**config.mk**
```make
export PLATFORM = sky130hd
export DESIGN_NAME = smart_parking_controller
export DESIGN_NICKNAME = d
export VERILOG_FILES = /design/src/rtl/smart_parking_controller.sv
export SDC_FILE = /design/constraint.sdc
export NUM_CORES = 1
export LEC_CHECK = 0
export CORE_UTILIZATION = 55
export CTS_CLUSTER_SIZE = 12
export DETAILED_ROUTE_END_ITERATION = 8
export PLACE_DENSITY = 0.95
export SLEW_MARGIN = 20
export SYNTH_ARGS = -nofsm -noshare
export SYNTH_HDL_FRONTEND = slang
export SYNTH_SLANG_ARGS = --single-unit
```
**constraint.sdc**
```tcl
create_clock -name CLOCK -period 4.15 [get_ports CLOCK]
set_input_delay 0.83 -clock CLOCK [delete_from_list [all_inputs] [get_ports CLOCK]]
set_output_delay 0.83 -clock CLOCK [all_outputs]
set_load 0.01 [all_outputs]
```
**src/rtl/smart_parking_controller.sv**
```systemverilog
// smart_parking_controller
//   Car-park entry gate controller. Validates keypad passwords with a retry
//   limit and timed lockout. Tracks lot occupancy up to CAPACITY and turns
//   cars away when the lot is full. Closes the gate if a car backs out of
//   RIGHT_PW without passing.
//
// Ports
//   CLOCK      : system clock, rising edge
//   RESET      : asynchronous active-low reset
//   Entrance   : entry-gate front sensor (level)
//   Exit       : entry-gate rear sensor, car has passed the gate (level)
//   DEPART     : exit-lane sensor, one-cycle pulse per departing car
//   PASSWORD   : keypad value, sampled only while PW_VALID=1
//   PW_VALID   : one-cycle strobe marking a submitted password
//   Green/Red  : gate lamps (registered)
//   INDICATOR  : current state code (registered)
//   OCCUPANCY  : cars currently in the lot
//   FULL       : OCCUPANCY == CAPACITY
//   LOCKED     : FSM is in LOCKOUT (registered)
module smart_parking_controller #(
  parameter int                  PW_WIDTH         = 4,
  parameter logic [PW_WIDTH-1:0] PW_VALUE         = 4'b1011,
  parameter int                  CAPACITY         = 8,
  parameter int                  MAX_TRIES        = 3,
  parameter int                  LOCKOUT_CYCLES   = 16,
  parameter int                  GATE_OPEN_CYCLES = 4
) (
  input  logic                          CLOCK,
  input  logic                          RESET,
  input  logic                          Entrance,
  input  logic                          Exit,
  input  logic                          DEPART,
  input  logic [PW_WIDTH-1:0]           PASSWORD,
  input  logic                          PW_VALID,
  output logic                          Green,
  output logic                          Red,
  output logic [2:0]                    INDICATOR,
  output logic [$clog2(CAPACITY+1)-1:0] OCCUPANCY,
  output logic                          FULL,
  output logic                          LOCKED
);

  // Counter widths; a limit of 1 still needs a 1-bit register.
  localparam int OCC_W = $clog2(CAPACITY+1);
  localparam int TRY_W = (MAX_TRIES > 1)        ? $clog2(MAX_TRIES)        : 1;
  localparam int LCK_W = (LOCKOUT_CYCLES > 1)   ? $clog2(LOCKOUT_CYCLES)   : 1;
  localparam int GT_W  = (GATE_OPEN_CYCLES > 1) ? $clog2(GATE_OPEN_CYCLES) : 1;

  localparam logic [OCC_W-1:0] CAP      = OCC_W'(CAPACITY);
  localparam logic [TRY_W-1:0] TRY_LAST = TRY_W'(MAX_TRIES-1);
  localparam logic [LCK_W-1:0] LCK_LAST = LCK_W'(LOCKOUT_CYCLES-1);
  localparam logic [GT_W-1:0]  GT_LAST  = GT_W'(GATE_OPEN_CYCLES-1);

  typedef enum logic [2:0] {
    IDLE        = 3'b000,
    WAIT_PW     = 3'b001,
    WRONG_PW    = 3'b010,
    RIGHT_PW    = 3'b011,
    STOP        = 3'b100,
    LOCKOUT     = 3'b101,
    FULL_REJECT = 3'b110
  } state_t;

  state_t           state, nxt;
  logic [TRY_W-1:0] tries, tries_n;
  logic [LCK_W-1:0] lck_tmr, lck_n;
  logic [GT_W-1:0]  gate_tmr, gt_n;
  logic [OCC_W-1:0] occ_n;
  logic             inc;
  logic             red_n;

  assign FULL = (OCCUPANCY == CAP);

  // Next-state and counter updates.
  always_comb begin
    nxt     = state;
    tries_n = tries;
    lck_n   = lck_tmr;
    gt_n    = gate_tmr;
    inc     = 1'b0;
    unique case (state)
      IDLE: begin
        if (Entrance) nxt = FULL ? FULL_REJECT : WAIT_PW;
      end
      FULL_REJECT: begin
        if (!Entrance || !FULL) nxt = IDLE;
      end
      WAIT_PW, WRONG_PW: begin
        // A submitted password wins over the car backing out in the same cycle.
        if (PW_VALID) begin
          if (PASSWORD == PW_VALUE) begin
            nxt     = RIGHT_PW;
            tries_n = '0;
            gt_n    = '0;
          end else if (tries == TRY_LAST) begin
            nxt   = LOCKOUT;
            lck_n = '0;
          end else begin
            nxt     = WRONG_PW;
            tries_n = tries + 1'b1;
          end
        end else if (!Entrance) begin
          // Backing out keeps the retry count so drivers can't reset it.
          nxt = IDLE;
        end
      end
      RIGHT_PW: begin
        if (Exit) begin
          inc = 1'b1;
          // A car still on the front sensor after passage is a tailgater.
          nxt = Entrance ? STOP : IDLE;
        end else if (gate_tmr == GT_LAST) begin
          nxt = IDLE;
        end else begin
          gt_n = gate_tmr + 1'b1;
        end
      end
      STOP: begin
        if (!Exit) nxt = Entrance ? WAIT_PW : IDLE;
      end
      LOCKOUT: begin
        if (lck_tmr == LCK_LAST) begin
          nxt     = IDLE;
          tries_n = '0;
        end else begin
          lck_n = lck_tmr + 1'b1;
        end
      end
      default: nxt = IDLE;
    endcase
  end

  // Occupancy: a commit and a departure in the same cycle cancel out.
  always_comb begin
    occ_n = OCCUPANCY;
    if (inc && !DEPART) begin
      if (OCCUPANCY != CAP) occ_n = OCCUPANCY + 1'b1;
    end else if (DEPART && !inc) begin
      if (OCCUPANCY != '0) occ_n = OCCUPANCY - 1'b1;
    end
  end

  // Red lamp for the upcoming state; STOP flashes, starting lit on entry.
  always_comb begin
    red_n = 1'b0;
    unique case (nxt)
      WRONG_PW, LOCKOUT, FULL_REJECT: red_n = 1'b1;
      STOP:    red_n = (state == STOP) ? ~Red : 1'b1;
      default: red_n = 1'b0;
    endcase
  end

  always_ff @(posedge CLOCK or negedge RESET) begin
    if (!RESET) begin
      state     <= IDLE;
      tries     <= '0;
      lck_tmr   <= '0;
      gate_tmr  <= '0;
      OCCUPANCY <= '0;
      Green     <= 1'b0;
      Red       <= 1'b0;
      INDICATOR <= 3'b000;
      LOCKED    <= 1'b0;
    end else begin
      state     <= nxt;
      tries     <= tries_n;
      lck_tmr   <= lck_n;
      gate_tmr  <= gt_n;
      OCCUPANCY <= occ_n;
      Green     <= (nxt == RIGHT_PW);
      Red       <= red_n;
      INDICATOR <= nxt;
      LOCKED    <= (nxt == LOCKOUT);
    end
  end

endmodule
```
==> impl_results.md, run 1 <==
- Status: finished, final reports clean
- Layout cells sized above 1: 10.0%
- Yosys warns: 0
- XOR/XNOR share of the synthesized area: 7.70%
- CTS buffer count: 3
- Antenna violations before repair: 0
- Synth top area share: 39.0%
- Mux cell area share after synthesis: 2.28%
- Ports: 21
- LEAKAGE: 0.599 nW
- FMAX: 0.370 GHz
- Drc violations: 0
- Die area: 0.00228 sq mm
- Nets@finish: 149
- DIE HEIGHT: 47.8 um
- Post-synthesis sequential area ratio: 39.0%
- GRT overflow: 0
- Final WL: 2260 um
- FF-to-FF setup slack: 1.67 ns
- Non-filler cells, final: 157
- Min-delay worst type: flop to flop
- End of the worst register-to-register path: OCCUPANCY[3]
- Placed insts: 154
- Tmin final: 2.70 ns
- Final Hold Fails: 0
- CTS Buffer Depth: 2
- Clk_skew: 0.00329 ns
- P&R area growth vs syn: 19.3%
- Initial Util: 58.8%
- Final setup fails: 0
- Peak VDD IR: 0.388 mV
- Adder-cell area share of the yosys netlist: 8.24%
- Via count: 894
- Port-buffer cells: 20
- Synth Area in Compound Gates: 15.2%
- CP max FO: 5
- Drt via density: 5.69
- N_diodes: 0
- Chip width: 47.8 um
- Vias in the first global route: 767
- Register bit count reported by yosys: 18
- Post-synthesis simple-gate area fraction: 21.4%
- WL per Instance: 14.4 um
- Post_cts resized: 0
- Worst Min Path Start: tries[0]
- Sink Count: 18
- Kind of critical path: input port to flop
- Largest net degree at the start of global routing: 19
- Worst Path Required: 4.32 ns
- P per Cell Area: 698 mW/mm^2
- Fill cells: 143
- Site Rows: 16
- Area leader, netlist: dfrtp_1
- # hold bufs at CTS: 0
- Core box area: 0.00196 sq mm
- Final setup TNS: 0 ns
- Area after DPL: 0.00135 sq mm
- Initial DRC count: 16
- Max-slew headroom: 47.9%
- Mean post-synth cell area: 10.5 sq um
- CTS tree: built
- Worst flop-to-flop path startpoint: state[1]
- Post-CTS setup buffers: 0
- Setup crit start kind: input port
- Post-synth net total: 127
- Period utilisation layout: 65.1%
- First-pass GRT wire length: 3310 um
- DP HPWL: 1800 um
- Max Cap Viol: 0
- RD Place Congestion: 0.924
- FF-to-FF path depth: 10
- Final Util: 70.2%
- Worst Path Arrival: 2.87 ns
- Critical path capture point type: flop
- Worst Tran Pin Value: 0.778 ns
- Hold EP: tries[0]
- Clk slew on worst S/H paths: 0.09 ns
- Slew Limit Fails: 0
- Final std cell area, no fill: 0.00138 sq mm
- Clk_lat worst skew: 0.28 ns
- Post-DRT Antenna Nets: 0
- Root Buffer: clkbuf_4
- Total track usage: 21.7%
- Min Hold Slack: 0.498 ns
- RSZ-0062 raised after global routing: false
- Maximum level of the CTS H-tree: 1
- Main combinational cell family by area after synthesis: simple AND/OR/NAND/NOR gates
- Hold path cells: 1
- Synth top area cells: dfrtp_1 39%, ha_1 6.5%, inv_1 3.3%, nor2_1 3.3%, xnor2_1 3.0%
- Synthesized netlist cell count: 110
- Drt pass-1 iters: 4
- Cell Area, Synth: 0.00115 sq mm
- Post-synthesis cell type count: 43
==> metrics by stage <==
| step | setup WS [ns] | total power [mW] |
|---|---|---|
| 2_1_floorplan | 1.88 | 0.716 |
| 3_3_place_gp | 1.27 | 0.846 |
| 3_5_place_dp | 1.15 | 0.879 |
| 4_1_cts | 1.44 | 0.963 |
| 5_1_grt | 1.35 | 1.04 |
| 6_report | 1.45 | 0.961 |
==> report_power, final <==
group,switching [mW],internal (mW)
sequential,0.117,0.256
clock,0.0479,0.0336
combinational,0.233,0.274
==> final cells by class <==
type                            instances  area (sq um)  share of cell area, %
Multi-Input combinational cell         79           632                   45.9
Inverter                               10          37.5                   2.73
Clock buffer                            3          22.5                   1.64
Timing Repair Buffer                   20           200                   14.5
Tap cell                               27          33.8                   2.45
Sequential cell                        18           450                   32.7
==> layout by cell type (no fill, tap or decap), types with 2 or more instances in the layout <==
master           instances
clkbuf_4                 3
nand2_1                  8
a21o_1                   2
a211oi_2                 2
ha_1                     6
dfrtp_1                 18
o211ai_1                 2
nor3b_1                  2
nand3b_1                 2
nand4bb_1                2
xnor2_1                  4
a21oi_1                  4
xor2_1                   3
inv_1                   10
clkdlybuf4s50_1         20
nor2_1                  10
o31ai_1                  2
o21ai_0                  4
==> Yosys cell counts, drive strengths merged <==
cell     count
dfrtp       18
nor2        11
inv         10
nand2        8
ha           6
xnor2        5
a21oi        4
o21ai        4
buf          3
nor4b        3
xor2         3
a211oi       2
a21o         2
mux2         2
nand2b       2
nand3b       2
nand4bb      2
nor3b        2
nor4         2
o211ai       2
o31ai        2
a22o         1
a31o         1
a31oi        1
and3         1
fa           1
nand3        1
nand4b       1
nor3         1
o2111ai      1
o22ai        1
o2bb2ai      1
o32ai        1
o41ai        1
or2          1
or2b         1
==> registers in the layout (all words and copies together), names as in the netlist <==
| signal | flops |
|---|---|
| tries | 2 |
| Red | 1 |
| lck_tmr | 4 |
| LOCKED | 1 |
| state | 3 |
| Green | 1 |
| gate_tmr | 2 |
| OCCUPANCY | 4 |
==> critical path, stage by stage <==
cell and delay, ns:
clkdlybuf4s50_1 0.55, inv_1 0.06, nor2_1 0.10, ha_1 0.23
inv_1 0.11, ha_1 0.27, a21o_1 0.18, a21oi_1 0.18
xnor2_1 0.14, nor2_1 0.07, xor2_1 0.14
==> metal layers <==
metal  vias to the layer above  share of wire [%]  global-route usage [%]
met3                         5                5.2                    3.40
met5                         -                  0                       0
li1                        433                  -                       -
met4                         0                1.9                    8.33
met1                       425                 44                    29.1
met2                        31                 49                    35.1
==> cells by family (layout without fill, tap and decap cells) <==
family	Yosys count	count (layout)
compound gates	24	24
flops	18	18
fa+ha+maj	7	7
buf+inv	13	33
simple gates	38	38
xor+xnor	8	8
mux	2	2
==> how the worst max path moves through the flow <==
stage,endpoint,startpoint,depth (start not counted)
2_1_floorplan,OCCUPANCY[3],Exit,10
3_3_place_gp,OCCUPANCY[3],Exit,11
3_5_place_dp,OCCUPANCY[3],Exit,11
4_1_cts,OCCUPANCY[3],Exit,11
5_1_grt,OCCUPANCY[3],Exit,11
6_report,OCCUPANCY[3],Exit,11
(Power assumes the default switching activity.)
==> run 2: changes to the inputs <==
--- a/config.mk
+++ b/config.mk
@@ -5,10 +5,10 @@
 export SDC_FILE = /design/constraint.sdc
 export NUM_CORES = 1
 export LEC_CHECK = 0
-export CORE_UTILIZATION = 55
+export CORE_UTILIZATION = 51
 export CTS_CLUSTER_SIZE = 12
 export DETAILED_ROUTE_END_ITERATION = 8
-export PLACE_DENSITY = 0.95
+export PLACE_DENSITY = 0.9
 export SLEW_MARGIN = 20
 export SYNTH_ARGS = -nofsm -noshare
 export SYNTH_HDL_FRONTEND = slang
==> constraint.sdc (replaced) <==
create_clock -name CLOCK -period 2.5 [get_ports CLOCK]
set_input_delay 0.5 -clock CLOCK [delete_from_list [all_inputs] [get_ports CLOCK]]
set_output_delay 0.5 -clock CLOCK [all_outputs]
set_load 0.01 [all_outputs]
==> impl_results.md, run 2 (synthesis gave the netlist of run 1 again) <==
- Initial Util: 56.5%
- Maximum level of the CTS H-tree: 1
- Drt pass-1 iters: 5
- Max-slew headroom: 45.5%
- P&R area growth vs syn: 23.8%
- Vias in the first global route: 938
- Final Util: 69.9%
- Critical path capture point type: flop
- Clk_lat worst skew: 0.29 ns
- Post-DRT Antenna Nets: 0
- Post-CTS setup buffers: 0
- Status: finished, final reports clean
- Chip width: 49.6 um
- Period utilisation layout: 91.9%
- CTS tree: built
- Final setup fails: 0
- Final std cell area, no fill: 0.00143 sq mm
- Drc violations: 0
- GRT overflow: 0
- Site Rows: 16
- Worst Tran Pin Value: 0.815 ns
- Register share of total power: 34.1%
- WL per Instance: 15.0 um
- Biggest regs: OCCUPANCY: 4 flops, lck_tmr: 4 flops, state: 3 flops
- Post_cts resized: 0
- Drt via density: 5.66
- Most frequent cells in the layout: 20 x clkdlybuf4s50_1, 18 x dfrtp_1, 10 x nor2_1, 10 x inv_1, 8 x nand2_1
- Total track usage: 22.2%
- Antenna violations before repair: 0
- Psw: 0.690 mW
- Gate power share: 55.3%
- RD Place Congestion: 0.847
- Layout cells sized above 1: 14.0%
- Via count: 923
- Final Hold Fails: 0
- Largest net degree at the start of global routing: 19
- Ports: 21
- Root Buffer: clkbuf_4
- Worst Path Arrival: 2.49 ns
- Setup crit start kind: flop
- Core box area: 0.00204 sq mm
- Placed insts: 159
- Min-delay worst type: flop to flop
- Peak VDD IR: 0.707 mV
- Final WL: 2450 um
- Min Hold Slack: 0.505 ns
- P_int: 1.00 mW
- Max Cap Viol: 0
- LEAKAGE: 0.631 nW
- CP max FO: 11
- CTS Buffer Depth: 2
- Area after DPL: 0.00139 sq mm
- P per Cell Area: 1190 mW/mm^2
- First-pass GRT wire length: 4170 um
- Nets@finish: 154
- FMAX: 0.435 GHz
- Slew Limit Fails: 0
- Clock Power Share: 10.6%
- Sink Count: 18
- Tmin final: 2.30 ns
- Clk_skew: 0.00718 ns
- Initial DRC count: 28
- Die area: 0.00246 sq mm
- Port-buffer cells: 20
- Final setup TNS: 0 ns
- DP HPWL: 1870 um
- CTS buffer count: 3
- Non-filler cells, final: 163
- Worst Path Required: 2.69 ns
- Fill cells: 155
- Kind of critical path: flop to flop
- DIE HEIGHT: 49.6 um
- Clk slew on worst S/H paths: 0.11 ns
- Sw Ratio: 40.7%
- N_diodes: 0
- # hold bufs at CTS: 0
- RSZ-0062 raised after global routing: false
- Most common cell after layout, fill and taps aside: clkdlybuf4s50_1
-- run 2: cell count changes in the layout (fill, tap and decap cells not counted) --
cell,change
buf_4,+5
clkbuf_8,+1
-- run 2: metal layers --
metal  up-vias  wire length [um]  track usage [%]
met4         0                27             7.62
met5         -                 0                0
met3         4               114             3.70
li1        449                 -                -
met2        30              1190             36.0
met1       440              1110             29.7
-- run 2: worst max-delay path, cell delays in order (launching register included) --
cell and delay (ns):
dfrtp_1 0.49, nand3b_1 0.29, nor2_1 0.13, ha_1 0.17
inv_1 0.08, ha_1 0.29, a21o_1 0.19, a21oi_1 0.18
xnor2_1 0.14, nor2_1 0.07, xor2_1 0.14
-- run 2: through the flow --
step                power [mW]  worst slack (ns)
detailed placement        1.51            0.0103
finish                    1.69             0.203
floorplan                 1.19             0.328
global placement          1.44             0.103
global route              1.82            0.0525
CTS                       1.69             0.211
-- run 2: worst paths after layout --
check                          from      endpoint  slack, ns  depth (start not counted)
max reg2reg                state[2]  OCCUPANCY[3]       0.20                         10
min                        tries[0]      tries[0]       0.50                          1
max                        state[2]  OCCUPANCY[3]       0.20                         10
min reg2reg                tries[0]      tries[0]       0.50                          1
min in group asynchronous     RESET   gate_tmr[1]       0.67                          1
max in group asynchronous     RESET    lck_tmr[2]       1.33                          1
-- run 2: cell type report --
type	instances	area, sq um	area share, %
multi-input cells	79	632	44.3
repair buffers	25	238	16.7
clock buffers	4	36.3	2.54
flip-flops and latches	18	450	31.6
inverters	10	37.5	2.63
well taps	27	33.8	2.37
-- run 2: power groups by stage --
stage,clock (mW),sequential (mW),combinational [mW]
floorplan,0,0.581,0.608
global placement,0,0.566,0.872
detailed placement,0,0.582,0.926
CTS,0.180,0.576,0.935
global route,0.196,0.601,1.02
finish,0.180,0.577,0.937
==> run 3: changes to the inputs <==
--- a/config.mk
+++ b/config.mk
@@ -5,9 +5,11 @@
 export SDC_FILE = /design/constraint.sdc
 export NUM_CORES = 1
 export LEC_CHECK = 0
+export CORE_MARGIN = 1.5
 export CORE_UTILIZATION = 51
 export CTS_CLUSTER_SIZE = 12
 export DETAILED_ROUTE_END_ITERATION = 8
+export GPL_TIMING_DRIVEN = 0
 export PLACE_DENSITY = 0.9
 export SLEW_MARGIN = 20
 export SYNTH_ARGS = -nofsm -noshare
==> impl_results.md, run 3 (synthesis gave the netlist of run 1 again) <==
- Status: finished, final reports clean
- P per Cell Area: 1170 mW/mm^2
- Drt via density: 5.58
- Tmin final: 2.37 ns
- Die area: 0.00256 sq mm
- Register share of total power: 34.0%
- Final setup fails: 0
- P_int: 1.00 mW
- CTS Buffer Depth: 2
- Clock Power Share: 10.7%
- WL per Instance: 14.4 um
- Antenna violations before repair: 0
- Top Usage Layer GRT: met2
- Worst Path Required: 2.69 ns
- # hold bufs at CTS: 0
- Setup crit start kind: input port
- Maximum level of the CTS H-tree: 1
- RSZ-0062 raised after global routing: false
- Post-DRT Antenna Nets: 0
- Via count: 904
- Place WS: -0.254 ns
- Largest net degree at the start of global routing: 19
- Top Family by Delay on Critical Path: buffers and inverters
- Min Hold Slack: 0.512 ns
- CP cell instances: clkdlybuf4s50_1, inv_1, nor2_2, ha_2, inv_1, ha_1, a21o_1, a21oi_1, xnor2_1, nor2_1, xor2_1
- Clk slew on worst S/H paths: 0.10 ns
- Port-buffer cells: 20
- CP max stage cell: clkdlybuf4s50_1
- Drc violations: 0
- LEAKAGE: 0.622 nW
- GR Util met3: 3.27%
- RD Place Congestion: 0.790
- Nets@finish: 152
- WP depth: 11
- Site Rows: 17
- Worst Min Path Start: tries[0]
- Critical path capture point type: flop
- Vias in the first global route: 983
- Clk_lat worst skew: 0.29 ns
- Setup crit start: Exit
- N_diodes: 0
- Initial DRC count: 9
- Psw: 0.665 mW
- CP max FO: 5
- Initial Util: 53.2%
- DP HPWL: 1860 um
- End of the worst register-to-register path: OCCUPANCY[3]
- Area after DPL: 0.00139 sq mm
- Ports: 21
- Min-delay worst type: flop to flop
- Peak VDD IR: 0.690 mV
- Most used cell, CP: inv_1
- Clk_skew: 0.00220 ns
- Max-slew headroom: 45.9%
- Max Cap Viol: 0
- GRT overflow: 0
- DIE HEIGHT: 50.6 um
- Post_cts resized: 0
- Drt pass-1 iters: 4
- First-pass GRT wire length: 4140 um
- FMAX: 0.422 GHz
- Post-CTS setup buffers: 0
- Period utilisation layout: 94.8%
- Sink Count: 18
- FF-to-FF setup slack: 0.14 ns
- Final Hold Fails: 0
- Core box area: 0.00217 sq mm
- Grt met1 use: 24.5%
- Worst Path Arrival: 2.56 ns
- Gate power share: 55.2%
- M2 GR Usage: 38.4%
- Critical path endpoint: OCCUPANCY[3]
- Biggest regs: OCCUPANCY: 4 flops, lck_tmr: 4 flops, state: 3 flops
- Final setup TNS: 0 ns
- Largest stage delay, worst path: 0.55 ns
- CTS buffer count: 3
- Worst Tran Pin Value: 0.809 ns
- CTS tree: built
- FF-to-FF path depth: 11
- Most frequent cells in the layout: 20 x clkdlybuf4s50_1, 18 x dfrtp_1, 10 x inv_1, 9 x nor2_1, 8 x nand2_1
- Final worst slack: 0.130 ns
- Kind of critical path: input port to flop
- Chip width: 50.6 um
- Sw Ratio: 39.9%
- P&R area growth vs syn: 24.0%
- Final std cell area, no fill: 0.00143 sq mm
- Most common cell after layout, fill and taps aside: clkdlybuf4s50_1
- Slew Limit Fails: 0
- Total track usage: 21.4%
- Worst Path Buf+Inv: 3
- Layout cells sized above 1: 14.2%
- Root Buffer: clkbuf_4
- Worst flop-to-flop path startpoint: state[2]
- Final WL: 2330 um
## run 3: cell type report
| class | instances | area [sq um] |
|---|---|---|
| multi-input cells | 79 | 637 |
| fillers | 177 | 739 |
| well taps | 28 | 35.0 |
| inverters | 10 | 37.5 |
| flip-flops and latches | 18 | 450 |
| plain buffers | 3 | 33.8 |
| clock buffers | 4 | 36.3 |
| repair buffers | 20 | 200 |
## run 3: power groups by stage
stage / Sequential [mW] / Combinational [mW] / Clock, mW
after global placement: 0.564 / 0.878 / 0
after floorplan: 0.581 / 0.608 / 0
final: 0.567 / 0.921 / 0.179
after CTS: 0.569 / 0.929 / 0.185
after global routing: 0.589 / 1.01 / 0.201
after detailed placement: 0.575 / 0.924 / 0
## run 3: worst reg2reg max path, cell delays in order (launching register included)
cell	delay, ns
dfrtp_1	0.41
buf_6	0.14
nand3b_1	0.26
nor2_2	0.17
ha_2	0.23
inv_1	0.09
ha_1	0.28
a21o_1	0.17
a21oi_1	0.16
xnor2_1	0.13
nor2_1	0.07
xor2_1	0.14
## run 3: worst min path at each step
stage / to / slack, ns / cells after the start
2_1_floorplan: Green / 0.20 / 0
3_3_place_gp: tries[0] / 0.47 / 1
3_5_place_dp: tries[0] / 0.50 / 1
4_1_cts: tries[0] / 0.52 / 1
5_1_grt: tries[0] / 0.54 / 1
6_report: tries[0] / 0.51 / 1
## run 3: metrics by stage
stage	power, mW	cells	util (%)
floorplan	1.19	110	-
global placement	1.44	158	64.0
detailed placement	1.50	158	64.0
CTS	1.68	162	65.7
global route	1.80	162	65.9
finish	1.67	162	65.9
## run 3: per-layer routing
metal | routed length (um) | part of all wire, %
met5 | 0 | 0
met4 | 44 | 1.9
met3 | 73 | 3.1
met2 | 1230 | 53
met1 | 978 | 42
